## config.mk

```make
export PLATFORM = sky130hd
export DESIGN_NAME = clock_set_controller
export DESIGN_NICKNAME = d
export VERILOG_FILES = /design/src/rtl/clock_ctrl_pkg.sv /design/src/rtl/ctrl_tick_gen.sv /design/src/rtl/clock_set_controller.sv
export SDC_FILE = /design/constraint.sdc
export NUM_CORES = 1
export LEC_CHECK = 0
export CAP_MARGIN = 20
export CORE_MARGIN = 2
export CORE_UTILIZATION = 35
export CTS_CLUSTER_SIZE = 30
export DETAILED_ROUTE_END_ITERATION = 8
export PLACE_DENSITY = 0.65
export SLEW_MARGIN = 20
export SYNTH_ARGS = -nofsm -noshare
export SYNTH_HDL_FRONTEND = slang
export SYNTH_SLANG_ARGS = --single-unit
```

## constraint.sdc

```tcl
create_clock -name clk -period 4.9 [get_ports clk]
set_input_delay 0.735 -clock clk [delete_from_list [all_inputs] [get_ports clk]]
set_output_delay 0.735 -clock clk [all_outputs]
set_load 0.05 [all_outputs]
```

## src/rtl/clock_ctrl_pkg.sv

```systemverilog
// Shared types, BCD constants and the BCD increment helper for the
// front-panel clock-set sequencer.
package clock_ctrl_pkg;

  typedef enum logic [2:0] {
    RUN    = 3'd0,
    SET_HH = 3'd1,
    SET_MM = 3'd2,
    SET_SS = 3'd3,
    COMMIT = 3'd4
  } state_e;

  localparam logic [7:0] HH_MIN     = 8'h01;
  localparam logic [7:0] HH_MAX     = 8'h12;
  localparam logic [7:0] MS_MIN     = 8'h00;
  localparam logic [7:0] MS_MAX     = 8'h59;
  localparam logic [7:0] HH_PM_EDGE = 8'h11;

  // Two-digit BCD +1 that wraps from max back to min. A value at or past
  // max also wraps, so a corrupt shadow recovers to a legal BCD value.
  function automatic logic [7:0] bcd_inc(input logic [7:0] value,
                                         input logic [7:0] max,
                                         input logic [7:0] min);
    logic [7:0] result;
    if (value >= max) begin
      result = min;
    end else if (value[3:0] >= 4'd9) begin
      result = {value[7:4] + 4'd1, 4'h0};
    end else begin
      result = {value[7:4], value[3:0] + 4'd1};
    end
    return result;
  endfunction

endpackage

```

## src/rtl/ctrl_tick_gen.sv

```systemverilog
// Free-running prescaler with run/clear control. tick is high for the single
// cycle in which the count sits at DIV-1 while running; the count then wraps.
module ctrl_tick_gen #(
  parameter int unsigned DIV = 2
) (
  input  logic clk,
  input  logic reset,
  input  logic run,
  input  logic clear,
  output logic tick
);

  localparam int unsigned   W    = (DIV > 1) ? $clog2(DIV) : 1;
  localparam logic [W-1:0]  LAST = W'(DIV - 1);

  logic [W-1:0] count;

  assign tick = run && (count == LAST);

  // Prescaler: clear has priority, holds when not running, wraps after LAST.
  always_ff @(posedge clk) begin
    // NOTE: sequential state is always written with <= so every flop samples
    // the pre-edge values of its neighbours, independent of block order.
    if (reset || clear) begin
      count <= '0;
    end else if (run) begin
      count <= tick ? '0 : count + W'(1);
    end
  end

endmodule

```

## src/rtl/clock_set_controller.sv

```systemverilog
// Front-panel sequencer for the 12-hour BCD time-of-day counter chain:
// produces the 1 Hz count enable while running and a button-driven set mode
// that edits shadow hh/mm/ss/pm registers and commits them with a load strobe.
module clock_set_controller
  import clock_ctrl_pkg::*;
#(
  parameter int unsigned TICK_DIV  = 50_000_000,
  parameter int unsigned BLINK_DIV = 12_500_000
) (
  input  logic       clk,
  input  logic       reset,
  input  logic       btn_mode,
  input  logic       btn_inc,
  input  logic [7:0] cur_hh,
  input  logic [7:0] cur_mm,
  input  logic [7:0] cur_ss,
  input  logic       cur_pm,
  output logic       clk_ena,
  output logic       load,
  output logic [7:0] ld_hh,
  output logic [7:0] ld_mm,
  output logic [7:0] ld_ss,
  output logic       ld_pm,
  output logic [2:0] field_sel,
  output logic       blink
);

  state_e state, next_state;
  logic   in_set;
  logic   sec_run, sec_clear;
  logic   blink_run, blink_clear, blink_tick;
  logic   do_inc;

  // Time only advances in RUN; COMMIT restarts the second from zero so the
  // first enable after a commit is a full TICK_DIV cycles later.
  assign sec_run   = (state == RUN);
  assign sec_clear = (state == COMMIT);

  // Blink timebase restarts on every field change and is idle outside set mode.
  assign blink_clear = !in_set || (next_state != state);
  assign blink_run   = !blink_clear;

  // Mode has priority: an increment arriving with a mode press is dropped.
  assign do_inc = btn_inc && !btn_mode;

  ctrl_tick_gen #(.DIV(TICK_DIV)) u_sec_tick (
    .clk   (clk),
    .reset (reset),
    .run   (sec_run),
    .clear (sec_clear),
    .tick  (clk_ena)
  );

  ctrl_tick_gen #(.DIV(BLINK_DIV)) u_blink_tick (
    .clk   (clk),
    .reset (reset),
    .run   (blink_run),
    .clear (blink_clear),
    .tick  (blink_tick)
  );

  // State register.
  always_ff @(posedge clk) begin
    if (reset) begin
      state <= RUN;
    end else begin
      state <= next_state;
    end
  end

  // Next-state and state-decoded outputs.
  always_comb begin
    // NOTE: every signal driven here gets a default first, so no path through
    // the case can leave one unassigned and infer a latch.
    next_state = state;
    load       = 1'b0;
    field_sel  = 3'b000;
    in_set     = 1'b0;
    case (state)
      RUN: begin
        if (btn_mode) next_state = SET_HH;
      end
      SET_HH: begin
        field_sel = 3'b100;
        in_set    = 1'b1;
        if (btn_mode) next_state = SET_MM;
      end
      SET_MM: begin
        field_sel = 3'b010;
        in_set    = 1'b1;
        if (btn_mode) next_state = SET_SS;
      end
      SET_SS: begin
        field_sel = 3'b001;
        in_set    = 1'b1;
        if (btn_mode) next_state = COMMIT;
      end
      COMMIT: begin
        load       = 1'b1;
        next_state = RUN;
      end
      default: begin
        next_state = RUN;
      end
    endcase
  end

  // Shadow time registers: captured from the live chain on entry to set mode,
  // edited field by field, held unchanged everywhere else.
  always_ff @(posedge clk) begin
    // NOTE: the shadows drive output ports the chain can load, so they are
    // reset to a known legal time rather than left undefined.
    if (reset) begin
      ld_hh <= HH_MAX;
      ld_mm <= MS_MIN;
      ld_ss <= MS_MIN;
      ld_pm <= 1'b0;
    end else begin
      case (state)
        RUN: begin
          if (btn_mode) begin
            ld_hh <= cur_hh;
            ld_mm <= cur_mm;
            ld_ss <= cur_ss;
            ld_pm <= cur_pm;
          end
        end
        SET_HH: begin
          if (do_inc) begin
            ld_hh <= bcd_inc(ld_hh, HH_MAX, HH_MIN);
            // 11 -> 12 flips AM/PM, mirroring the counter chain's rollover.
            if (ld_hh == HH_PM_EDGE) ld_pm <= ~ld_pm;
          end
        end
        SET_MM: begin
          if (do_inc) ld_mm <= bcd_inc(ld_mm, MS_MAX, MS_MIN);
        end
        SET_SS: begin
          // Seconds are zeroed rather than stepped, for syncing to a reference.
          if (do_inc) ld_ss <= MS_MIN;
        end
        default: begin
        end
      endcase
    end
  end

  // Display blink phase: toggles on each blink tick while editing.
  always_ff @(posedge clk) begin
    if (reset || blink_clear) begin
      blink <= 1'b0;
    end else if (blink_tick) begin
      blink <= ~blink;
    end
  end

endmodule

```

==> impl_summary.md, run 1 <==
Power
The worst IR drop on VDD is 0.000195 V. The power per cell area is 323 nW/um^2. The static leakage is 1.72 nW.

Die
The count of standard-cell rows is 38. The starting utilization of the core area is 36.3%. The floorplan step defined a die boundary enclosing 12300 um^2. The core region is 11000 um^2.

60 I/O pins were placed. The die is 111 um tall. The width of the die is 111 um.

Final layout
The area used by sequential logic in the layout is 1580 um^2. The finished cells cover 4900 um^2. The count of antenna diodes in the layout is 0. The count of fill cells added during filler insertion is 1029.

The most common cell after layout, fill and taps aside is dfxtp_1. The area occupied by multi-input gates is 2220 um^2. From synthesis to final layout, the design area changed by 23.0%. In the final design database the tool counted 561 nets.

The share of layout cells above drive strength 1 is 5.15%. In the layout the commonest cells are 79 x dfxtp_1, 74 x nor2_1, 59 x clkdlybuf4s50_1, 39 x xor2_1, 33 x nand2_1.

Timing
The final-report setup violation count is 0. The upper clock frequency limit is 0.245 GHz. The final-report hold violation count came to 0. At the pin with the least slew margin, the transition time is 1.02 ns. The final-report max-slew violation count is 0. The worst hold slack is 0.482 ns.

Setup repair after global routing left no endpoint under its margin. The minimum period implied by the final worst setup slack is 4.09 ns. The worst-case clock skew is 0.00617 ns.

The normalized max-slew margin is 31.3%. After routing, the total negative slack on setup checks comes to 0 ns. The worst path uses 83.4% of the clock period.

Clocking
In this run the clock root is driven by a clkbuf_16. At the later pin of the worst-skew pair, clock insertion delay measures 0.33 ns. TritonCTS created 9 clock buffers. In this run the deepest clock path goes through 2 buffers.

The post-CTS setup-driven buffer insertion count is 0. The count of clock tree sinks is 79. Post-CTS repair changed the size of 0 cells. In this run the number of H-tree levels came out at 3. TritonCTS built the clock tree.

The quantity of hold-fixing buffers added after cts is 0. The clock-pin slew on the worst setup and hold paths is 0.06 ns.

Synthesis
For this run, the register share of the synthesized area comes to 39.7%. The post-synthesis sequential element count is 79. After synthesis the cells add up to 3990 um^2. The most common flop cell mapped by yosys is dfxtp_1.

The Yosys warning count is 0. The synthesized design contains 0 enable-type register cells. The count of distinct cell types in the synthesized netlist is 51. The fraction of registers with async set/reset is 0%. The average footprint of a synthesized cell is 8.48 um^2.

The net count after synthesis is 512. The synthesized netlist cell count is 470.

Status
The flow ran to the end, and the final reports show no timing, DRC or antenna violations.

Setup path
STA puts the critical path data arrival time at 3.35 ns. At the worst endpoint, the required time is 4.16 ns. The type of element launching the critical path is a flop. The critical-path maximum fanout is 21. The worst setup path is of the reg2out kind. The element type at the critical path end is a primary output.

Place
In this run the cell area measured after placement is 4640 um^2. The half-perimeter wire length after placement is 6620 um. The placer's final routability congestion estimate is 0.926. In this run the tool buffered the top-level ports with 59 buffer cells.

Drt
The ratio of routed vias to standard cells is 5.42. For this block, the routed nets add up to 9420 um of wire. For this block, the initial DRC count from the detailed router was 214.

The first TritonRoute pass finished after 5 iterations. The detailed-route via count is 3600. After detailed routing, the number of remaining DRC violations is 0.

The antenna violation net count after detailed routing is 0. In the final routed layout, each cell accounts on average for 14.2 um.

GRT
The total global-route track usage is 15.2%. The final global-route overflow total is 0. The first-pass GRT wire length is 15800 um. The number of antenna violations at the first check in global routing is 0. The via count of the first global-routing pass came to 3416. Entering global routing, the biggest net connects 25 pins.

Job
The total of max-cap violations is 0.

Hold path
The class of the worst hold path is reg2reg.
## path summary, 6_finish.rpt
| path | startpoint | endpoint | slack [ns] | cells after the start |
|---|---|---|---|---|
| max | state[2] | clk_ena | 0.81 | 5 |
| min | u_blink_tick.count[0] | u_blink_tick.count[0] | 0.48 | 1 |
| max reg2reg | state[2] | u_sec_tick.count[7] | 1.88 | 5 |
| min reg2reg | u_blink_tick.count[0] | u_blink_tick.count[0] | 0.48 | 1 |
## Yosys cell counts (3+ instances only)
| cell type | number | area [um^2] |
|---|---|---|
| a21oi_1 | 17 | 85.1 |
| and4_1 | 5 | 43.8 |
| and3_1 | 8 | 50.1 |
| and2_1 | 5 | 31.3 |
| a22oi_1 | 11 | 82.6 |
| dfxtp_1 | 79 | 1580 |
| a221oi_1 | 3 | 26.3 |
| nor4_1 | 6 | 37.5 |
| or2_2 | 3 | 18.8 |
| nand4_1 | 27 | 169 |
| clkbuf_1 | 10 | 37.5 |
| a31oi_1 | 3 | 18.8 |
| nand2_1 | 33 | 124 |
| nor4b_1 | 6 | 52.6 |
| or3_1 | 3 | 18.8 |
| nor3_1 | 8 | 40.0 |
| nor2_1 | 74 | 278 |
| a211oi_1 | 5 | 37.5 |
| xnor2_1 | 8 | 70.1 |
| buf_2 | 7 | 35.0 |
| nor3_2 | 3 | 30.0 |
| xor2_1 | 39 | 342 |
| nor4_2 | 3 | 37.5 |
| nand2b_1 | 5 | 31.3 |
| nand4b_1 | 3 | 26.3 |
| inv_1 | 17 | 63.8 |
| nand3_1 | 21 | 105 |
| ha_1 | 13 | 163 |
| o32ai_1 | 5 | 43.8 |
| o21ai_0 | 14 | 70.1 |
## state kept, by name, indices dropped and copies added (netlist names)
register / flops
blink: 1
ld_hh: 8
ld_mm: 8
ld_pm: 1
ld_ss: 8
state: 3
u_blink_tick.count: 24
u_sec_tick.count: 26
## per-layer routing
| metal | up-vias | global-route usage [%] | routed length [um] |
|---|---|---|---|
| met5 | - | 0 | 0 |
| met3 | 19 | 3.55 | 507 |
| li1 | 1776 | - | - |
| met4 | 0 | 6.83 | 204 |
| met1 | 1694 | 20.1 | 4320 |
| met2 | 111 | 23.6 | 4390 |
## critical path, cell delays in order (launching register included)
cell             delay, ns
dfxtp_1               0.51
or4b_1                0.62
nor3_2                0.60
nand4_1               0.36
inv_1                 0.12
clkdlybuf4s50_1       0.81
## final cells by class
class	instances	area share, %
Clock inverter	6	0.765
Timing Repair Buffer	60	12.2
Multi-Input combinational cell	352	45.3
Sequential cell	79	32.2
Tap cell	140	3.57
Clock buffer	10	4.67
Inverter	17	1.30
## metrics by stage
stage / cells / setup slack (ns) / power, mW / util, %
final: 664 / 0.812 / 1.58 / 44.7
after global routing: 664 / 0.593 / 1.65 / 44.7
after CTS: 664 / 0.817 / 1.60 / 44.7
after detailed placement: 648 / 1.21 / 0.992 / 42.2
after global placement: 648 / 1.29 / 0.986 / 42.2
after floorplan: 470 / 2.46 / 0.898 / -
## report_power, final
group / internal [mW] / switching [mW]
Sequential: 0.667 / 0.0338
Clock: 0.340 / 0.263
Combinational: 0.107 / 0.174
Total: 1.11 / 0.471
## kinds of logic after synthesis
logic type,Yosys count,synth area share (%)
flops,79,39.7
xor+xnor,47,10.3
simple gates,222,29.5
fa+ha+maj,13,4.08
buf+inv,39,4.65
compound gates,70,11.8
No activity file was read; power rests on OpenSTA's default activity.
==> inputs of run 2 (changes only) <==
Settings changed: PLACE_DENSITY 0.65 to 0.67.
Clock period 4.9 ns to 3.5 ns, I/O delays scaled along.
==> run 2 against run 1 <==
Net effect:
- clock-buffer cell count shrank 1
- via count grew 0.75%
- cell area grew 3.3%
- largest cell class unchanged
- clock power grew 100%
- register-to-register slack lost 0.95 ns
- die area is the same
- setup slack lost 0.43 ns
- first-iteration DRC count shrank 18%
- sequential cell count is the same
- sequential power grew 40%
- non-clock buffer count grew 5
- hold slack lost 0.0058 ns
==> impl_summary.md, run 2 (synthesis gave the netlist of run 1 again) <==
Status
The flow ran to the end, and the final reports show no timing, DRC or antenna violations.

Hold path
The worst hold path endpoint is u_blink_tick.count[0]. Counting instances, the worst hold path has a depth of 1. The class of the worst hold path is reg2reg. The hold path startpoint is u_blink_tick.count[0].

Final layout
The count of fill cells added during filler insertion is 1036. The register with the most flip-flops in the layout has 26 of them. The largest registers in the layout are u_sec_tick.count (26), u_blink_tick.count (24).

Leaving out fill and tap cells, the most frequent cell in the layout is dfxtp_1. The top cell types in the final layout, fill and taps aside, are 79 x dfxtp_1, 74 x nor2_1, 58 x clkdlybuf4s50_1, 39 x xor2_1, 33 x nand2_1. The count of antenna diodes in the layout is 0. Cells with a size suffix above 1 make up 6.43% of the layout. The register with the most flip-flops in the final layout is u_sec_tick.count. The number of cells in the finished layout apart from fillers is 669. The synthesis-to-finish area growth is 27.1%.

At the end of the flow, the number of nets in the layout was 566.

Setup path
For the worst setup path, the data required time is 2.97 ns. The worst setup path is launched from a flop. In this design, the stage delay of the slowest critical-path cell is 0.83 ns.

The startpoint identified for the worst register-to-register timing path is state[2]. The buffer and inverter count on the worst path is 2. In this run the worst path has a maximum fanout of 16. STA puts the critical path data arrival time at 2.59 ns.

The end of the worst register-to-register path is u_sec_tick.count[9]. The cell with the largest stage delay on the worst path is clkdlybuf4s50_1. For the worst flop-to-flop path, the logic depth is 7.

STA classifies the critical path endpoint as a primary output. The kind of critical path is reg2out. The cell type group with the largest total delay on the critical path is buffers and inverters.

The setup slack of the most critical reg-to-reg path is 0.93 ns. The critical path goes through or3b_2 -> inv_1 -> clkdlybuf4s50_1.

Clocking
In this run the number of H-tree levels came out at 3. After clock tree synthesis, the setup repair step added 0 buffers. Buffers inserted during clock tree synthesis total 9. TritonCTS built the clock tree. Once the clock tree was built, the resizer swapped 0 gates to a different size. The quantity of hold-fixing buffers added after cts is 0.

The maximum buffer depth of the clock tree is 2. The clock tree root driver cell is clkbuf_16. For this design, the sink count on the clock tree is 79. The clock insertion delay at the later pin of the skew report is 0.34 ns. The clock-pin slew on the worst setup and hold paths is 0.06 ns.

Power
Of the total power, the share spent switching nets is 25.7%. The share of total power dissipated in sequential elements is 37.8%. The static leakage is 1.82 nW. Across the VDD grid, the largest voltage drop is 0.000277 V.

In this run, the combinational gates consume 15.1% of the power. The design internal power is 1.93 mW. Summed over all nets, the switching power comes to 0.666 mW. In this run the power density over the cells is 512 nW/um^2. The portion of total power attributed to the clock network is 47.0%.

Drt
Summing over every cut layer, the via total after detailed routing is 3627. The first routing iteration left 175 violations. The routed design has 9400 um of wire. The first detailed-routing pass took 5 iterations. The antenna violation net count after detailed routing is 0. After detailed routing, the number of vias per cell comes to 5.42.

For this run, design rule violations remaining after detail routing come to 0. The mean routed wirelength per cell is 14.1 um.

Timing
The final-report hold violation count was 0. The final critical path takes up 89.1% of the cycle. The minimum period implied by the final worst setup slack is 3.12 ns.

The transition at the pin with the smallest max-transition slack is 0.791 ns. The final-report max-slew violation count is 0. Setup violations remaining at the end of the flow were counted as 0. Timing would allow up to 0.321 GHz. The setup total negative slack is 0 ns. Setup repair after global routing left no endpoint under its margin. The normalized max-slew margin is 47.2%. Across the routed clock network, the largest skew measured is 0.00610 ns.

Die
The die area is 12300 um^2. The count of standard-cell rows is 38. The core outline area is 11000 um^2.

The die is 111 um tall. Once the floorplan was initialized, standard cells occupied 36.3% of the core. The number of primary I/O pins is 60. The die is 111 um wide.

Place
The half-perimeter wire length after placement is 6560 um. The quantity of I/O buffers inserted on ports is 59. The post-placement cell count is 653. The placer's final routability congestion estimate is 0.890.

GRT
The first-pass GRT wire length is 16000 um. The number of antenna violations at the first check in global routing is 0. The via count of the first global-routing pass came to 3480. For this run the aggregate overflow at the end of global routing stands at 0.

For this run, the total global-route usage over all layers was measured as 15.5%. Entering global routing, the biggest net connects 28 pins.

Job
The total of max-cap violations is 0.
## run 2: cell count changes in the layout (fill, tap and decap cells not counted)
| cell | previous run | this run |
|---|---|---|
| clkdlybuf4s50_1 | 59 | 58 |
| buf_4 | 1 | 7 |
| clkinv_4 | 0 | 1 |
| bufinv_16 | 0 | 5 |
| inv_6 | 0 | 1 |
| clkinvlp_4 | 3 | 0 |
| clkinv_2 | 3 | 0 |
| clkbuf_1 | 1 | 0 |
## run 2: power by group through the flow
stage | registers, mW | logic [mW] | clock network, mW
after global routing | 0.988 | 0.425 | 1.28
after global placement | 0.998 | 0.383 | 0
final | 0.982 | 0.393 | 1.22
after floorplan | 1.08 | 0.180 | 0
after CTS | 0.980 | 0.393 | 1.24
after detailed placement | 0.999 | 0.390 | 0
## run 2: how the worst max path moves through the flow
stage	to	slack [ns]	startpoint	cells after the start
2_1_floorplan	ld_mm[3]	1.16	ld_mm[1]	7
3_3_place_gp	field_sel[2]	0.79	state[0]	3
3_5_place_dp	field_sel[2]	0.77	state[0]	3
4_1_cts	field_sel[2]	0.38	state[0]	3
5_1_grt	field_sel[2]	0.26	state[0]	3
6_report	field_sel[2]	0.38	state[0]	3
## run 2: layout make-up
cell class / count / area (um^2) / share of cell area, %
timing repair buffer: 65 / 633 / 12.5
multi-input combinational: 352 / 2220 / 43.8
clock inverter: 7 / 168 / 3.31
sequential: 79 / 1580 / 31.2
inverter: 17 / 63.8 / 1.26
clock buffer: 9 / 225 / 4.45
tap: 140 / 175 / 3.46
## run 2: metrics by stage
step	setup slack [ns]	total power [mW]	hold slack (ns)	area (um^2)	util, %
floorplan	1.16	1.26	0.430	3990	-
global placement	0.791	1.38	0.447	4670	42.5
detailed placement	0.766	1.39	0.464	4670	42.5
CTS	0.376	2.61	0.477	5070	46.1
global route	0.257	2.69	0.500	5070	46.1
finish	0.380	2.59	0.476	5070	46.1
## run 2: worst register-to-register path: stages (launching register included)
cell      delay [ns]
dfxtp_1         0.42
buf_4           0.22
or4b_1          0.54
nor3_2          0.18
buf_4           0.20
nand4_1         0.21
nand2b_1        0.54
nor2_1          0.12
## run 2: layer usage
metal,routed length (um),vias to the layer above,GRT usage (%)
met5,0,-,0
met2,4310,130,25.3
li1,-,1782,-
met1,4340,1700,19.4
met3,548,15,3.61
met4,201,0,7.08
